==> src/rtl/pattern_shift_tx.sv <==
// Serial transmitter feeding an external D flip-flop chain: MSB-first data on sd, divided sck,
// lat strobe after each word. Define PATTERN_TX_BUF_EN to add a one-word pending buffer.
module pattern_shift_tx #(
   parameter int unsigned WIDTH = 8,
   parameter int unsigned DIV   = 2
) (
   input  logic             C,
   input  logic             Reset,
   input  logic [WIDTH-1:0] din,
   input  logic             din_valid,
   output logic             din_ready,
   output logic             sd,
   output logic             sck,
   output logic             lat,
   output logic             busy
);

   localparam int unsigned DW = $clog2(DIV) + 1;
   localparam int unsigned BW = $clog2(WIDTH) + 1;
   localparam logic [DW-1:0] DivLowEnd  = DW'(DIV - 1);
   localparam logic [DW-1:0] DivHighEnd = DW'(2 * DIV - 1);
   localparam logic [BW-1:0] BitFirst   = BW'(WIDTH - 1);

   localparam logic [1:0] StIdle  = 2'd0;
   localparam logic [1:0] StShift = 2'd1;
   localparam logic [1:0] StLatch = 2'd2;

   logic [1:0]       state_q, state_d;
   logic [WIDTH-1:0] sh_q, sh_d;
   logic [BW-1:0]    bit_q, bit_d;
   logic [DW-1:0]    div_q, div_d;
   logic             sck_q, sck_d;
   logic             lat_q, lat_d;
   logic             busy_q, busy_d;
   logic             ready_q, ready_d;
   logic             hs, load;
   logic [WIDTH-1:0] load_word;

`ifdef PATTERN_TX_BUF_EN
   logic [WIDTH-1:0] buf_q, buf_d;
   logic             buf_full_q, buf_full_d;
`endif

   assign hs = din_valid && ready_q;

   always_comb begin
      state_d   = state_q;
      sh_d      = sh_q;
      bit_d     = bit_q;
      div_d     = div_q;
      sck_d     = sck_q;
      lat_d     = lat_q;
      load      = 1'b0;
      load_word = din;
`ifdef PATTERN_TX_BUF_EN
      buf_d      = buf_q;
      buf_full_d = buf_full_q;
`endif
      case (state_q)
         StIdle: begin
            if (hs) load = 1'b1;
         end
         StShift: begin
`ifdef PATTERN_TX_BUF_EN
            if (hs) begin
               buf_d      = din;
               buf_full_d = 1'b1;
            end
`endif
            if (div_q == DivHighEnd) begin
               // Shifting after the last bit leaves zeros, so sd idles low for free.
               div_d = '0;
               sck_d = 1'b0;
               sh_d  = sh_q << 1;
               if (bit_q == '0) begin
                  state_d = StLatch;
                  lat_d   = 1'b1;
               end else begin
                  bit_d = bit_q - BW'(1);
               end
            end else begin
               div_d = div_q + DW'(1);
               if (div_q == DivLowEnd) sck_d = 1'b1;
            end
         end
         StLatch: begin
            if (div_q == DivLowEnd) begin
               lat_d   = 1'b0;
               state_d = StIdle;
`ifdef PATTERN_TX_BUF_EN
               if (buf_full_q) begin
                  load       = 1'b1;
                  load_word  = buf_q;
                  buf_full_d = hs;
                  if (hs) buf_d = din;
               end else if (hs) begin
                  load = 1'b1;
               end
`endif
            end else begin
               div_d = div_q + DW'(1);
`ifdef PATTERN_TX_BUF_EN
               if (hs) begin
                  buf_d      = din;
                  buf_full_d = 1'b1;
               end
`endif
            end
         end
         default: state_d = StIdle;
      endcase

      if (load) begin
         sh_d    = load_word;
         bit_d   = BitFirst;
         div_d   = '0;
         sck_d   = 1'b0;
         lat_d   = 1'b0;
         state_d = StShift;
      end

      busy_d = (state_d != StIdle);
`ifdef PATTERN_TX_BUF_EN
      ready_d = !buf_full_d;
`else
      ready_d = (state_d == StIdle);
`endif
   end

   always_ff @(posedge C) begin
      if (Reset) begin
         state_q <= StIdle;
         sh_q    <= '0;
         bit_q   <= '0;
         div_q   <= '0;
         sck_q   <= 1'b0;
         lat_q   <= 1'b0;
         busy_q  <= 1'b0;
         ready_q <= 1'b0;
      end else begin
         state_q <= state_d;
         sh_q    <= sh_d;
         bit_q   <= bit_d;
         div_q   <= div_d;
         sck_q   <= sck_d;
         lat_q   <= lat_d;
         busy_q  <= busy_d;
         ready_q <= ready_d;
      end
   end

`ifdef PATTERN_TX_BUF_EN
   always_ff @(posedge C) begin
      if (Reset) begin
         buf_q      <= '0;
         buf_full_q <= 1'b0;
      end else begin
         buf_q      <= buf_d;
         buf_full_q <= buf_full_d;
      end
   end
`endif

   assign sd        = sh_q[WIDTH-1];
   assign sck       = sck_q;
   assign lat       = lat_q;
   assign busy      = busy_q;
   assign din_ready = ready_q;

endmodule

==> config.mk <==
export PLATFORM = sky130hd
export DESIGN_NAME = pattern_shift_tx
export DESIGN_NICKNAME = d
export VERILOG_FILES = /design/src/rtl/pattern_shift_tx.sv
export SDC_FILE = /design/constraint.sdc
export NUM_CORES = 1
export LEC_CHECK = 0
export CAP_MARGIN = 5
export CORE_ASPECT_RATIO = 0.9
export CORE_MARGIN = 5
export CORE_UTILIZATION = 50
export DETAILED_ROUTE_END_ITERATION = 10
export PLACE_DENSITY = 0.83
export SETUP_SLACK_MARGIN = 0.5
export SKIP_LAST_GASP = 1
export SLEW_MARGIN = 20
export SYNTH_ARGS = -nofsm -noshare
export SYNTH_HDL_FRONTEND = slang
export SYNTH_SLANG_ARGS = --single-unit
==> constraint.sdc <==
create_clock -name C -period 2.9 [get_ports C]
set_clock_uncertainty 0.15 [all_clocks]
set_input_delay 0.58 -clock C [delete_from_list [all_inputs] [get_ports C]]
set_output_delay 0.58 -clock C [all_outputs]
set_load 0.01 [all_outputs]
==> impl_results.md <==
* Nets at ~130
* Ys flop type: dfxtp_1
* Crit-path max FO at 13
* Reg2reg setup slack at roughly 0.94 ns
* Total Wirelength at 1850 µm
* VDD IR max at approximately 440 µV
* WP data required at ~3.0 ns
* Fill cells at roughly 160
* CP Capture Type: flop
* Relative slew slack at 0.582
* Synth area leader: dfxtp_1
* Mapped Cells at between 100 and 150
* Post-synth cell types at 29
* # DRC at 0
* Row cnt at 14
* Antenna violations before repair at 0
* Top-count cell post-synth: dfxtp_1
* CTS Buffer Depth at 2
* Routed wire per std cell at around 13 µm
* Syn Area/Cell at ~8.7 µm²
* Post-DR vias/cell at ~5.7
* Setup violation total in the final timing report at 0
* Sequential area share after synthesis at 0.450
* Max-cap viol count at 0
* Crit Path Class: reg2reg
* ANT nets after route at 0
* Final hold vios at 0
* Reg clk slew, reported paths at between 0.1 and 0.15 ns
* Hold Path Class: reg2reg
* Post-CTS sizing at 0
* Yosys top cell area share at 0.450
* CTS tree: built
* HPWL after DPL at approximately 1300 µm
* Ys async rst share at 0
* Worst skew pair latency at roughly 0.30 ns
* Worst setup margin at approximately 0.94 ns
* Mapped Area at slightly below 900 µm²
* GRT Total Usage at 0.151
* Initial DRC count at 21
* Fin util at 0.648
* N_diodes at 0
* Clock Sinks at 20
* Fmax achieved at 0.511 GHz
* GPL Wtd Cong at around 0.78
* Max-slew violations at 0
* Final TNS setup at 0 ns
* CTS root buffer: clkbuf_4
* Die H at 50.0 µm
* Io pins at 16
* Vias in the first global route at a little over 700
* Period Utilization, post-route at 0.674
* P&R area growth vs syn at 22.5%
* RSZ-0062 raised after global routing: false
* Pin count of the biggest net entering global routing at 22
* Synth top cells by count: dfxtp_1 (20), nand2_1 (18), nor2_1 (10)
* Status: complete, no violations
* # port buffers at 15
* Total global routing overflow at 0
* Initial Utilization at 0.529
* H-tree depth at 1
* Actual slew at the worst max-slew pin at around 0.63 ns
* Fin crit period at 1.96 ns
* FF+latch count, synth at 20
* Worst EP arrival at 2.04 ns
* EDFF count, synth at 0
* Global-route wire length before repair at approximately 3000 µm
* Syn_nets at roughly 120
* Synth top area cells: dfxtp_1 (45%), a311oi_1 (7.9%), nand2_1 (7.6%)
* Startpoint types: flop
* Post-CTS setup buffers at 0
* # hold bufs at CTS at 0
* Share of post-route cells with drive strength above 1 at 0.0513
* Yosys warns at 0
* LEAKAGE at approximately 0.40 nW
* Cell Pwr Density at just over 500 mW/mm²
* Total CTS buffers at 3
* Die ar. at 0.00272 mm²
* Drt first pass iters at 4
* Pre-CTS setup slack at between 0.8 and 0.9 ns
* Vias at between 700 and 800
* Core area at between 0.0015 and 0.002 mm²
* Die width at roughly 54 µm
## cells in the final DEF, fill, tap and decap left out, types with 2 or more instances in the layout
master | synthesis | layout
a311oi_1 | 8 | 8
nor3b_1 | 3 | 3
o21ai_0 | 2 | 2
nand3_1 | 2 | 2
dfxtp_1 | 20 | 20
inv_1 | 3 | 3
a21oi_1 | 7 | 7
o211a_1 | 2 | 2
clkbuf_4 | 0 | 3
nor3_1 | 2 | 2
a211oi_1 | 3 | 3
nand2_1 | 18 | 18
nor2_1 | 10 | 10
clkdlybuf4s50_1 | 0 | 15
ha_1 | 3 | 3
## cell type report
cell class	count	area, µm²	share of cell area
clock buffers	4	36.3	0.0333
flip-flops and latches	20	400	0.367
multi-input cells	74	454	0.417
repair buffers	16	158	0.145
well taps	24	30.0	0.0276
inverters	3	11.3	0.0103
## cells by family after synthesis
family,synth area share
adder cells (fa/ha/maj),0.0422
buffers and inverters,0.0394
flip-flops,0.450
AO/OA/AOI/OAI,0.212
AND/OR/NAND/NOR,0.256
## worst paths after layout
| path | start | end | cells past startpoint |
|---|---|---|---|
| setup reg to reg | div_q[0] | bit_q[3] | 4 |
| setup / recovery | div_q[0] | bit_q[3] | 4 |
| hold / removal | bit_q[0] | bit_q[0] | 1 |
| hold reg to reg | bit_q[0] | bit_q[0] | 1 |
## state kept, by name, summed over array words and instances (netlist names)
register,count
bit_q,4
busy,1
lat,1
sh_q,8
state_q,2
sck,1
div_q,2
din_ready,1
## routing by layer
| layer | routed length (µm) | global-route usage |
|---|---|---|
| met1 | 839 | 0.201 |
| met4 | 16 | 0.0498 |
| met3 | 86 | 0.0633 |
| met2 | 903 | 0.215 |
| met5 | 0 | 0 |
## critical path: stages, from the launching register on
cell	delay (ns)
dfxtp_1	0.39
ha_1	0.24
nand3b_1	0.36
or4_1	0.58
a21oi_1	0.16
## where the power goes
part | internal (mW) | switching, mW
Combinational | 0.0458 | 0.0409
Sequential | 0.293 | 0.0125
Clock | 0.0766 | 0.0821
## metrics by stage
step	area [µm²]	total power, mW	hold slack, ns	instances
after floorplan	890	0.363	0.275	102
after global placement	1050	0.395	0.300	137
after detailed placement	1050	0.399	0.299	137
after CTS	1090	0.554	0.315	141
after global routing	1090	0.581	0.331	141
final	1090	0.551	0.316	141
Power figures use the tool's default switching activity.
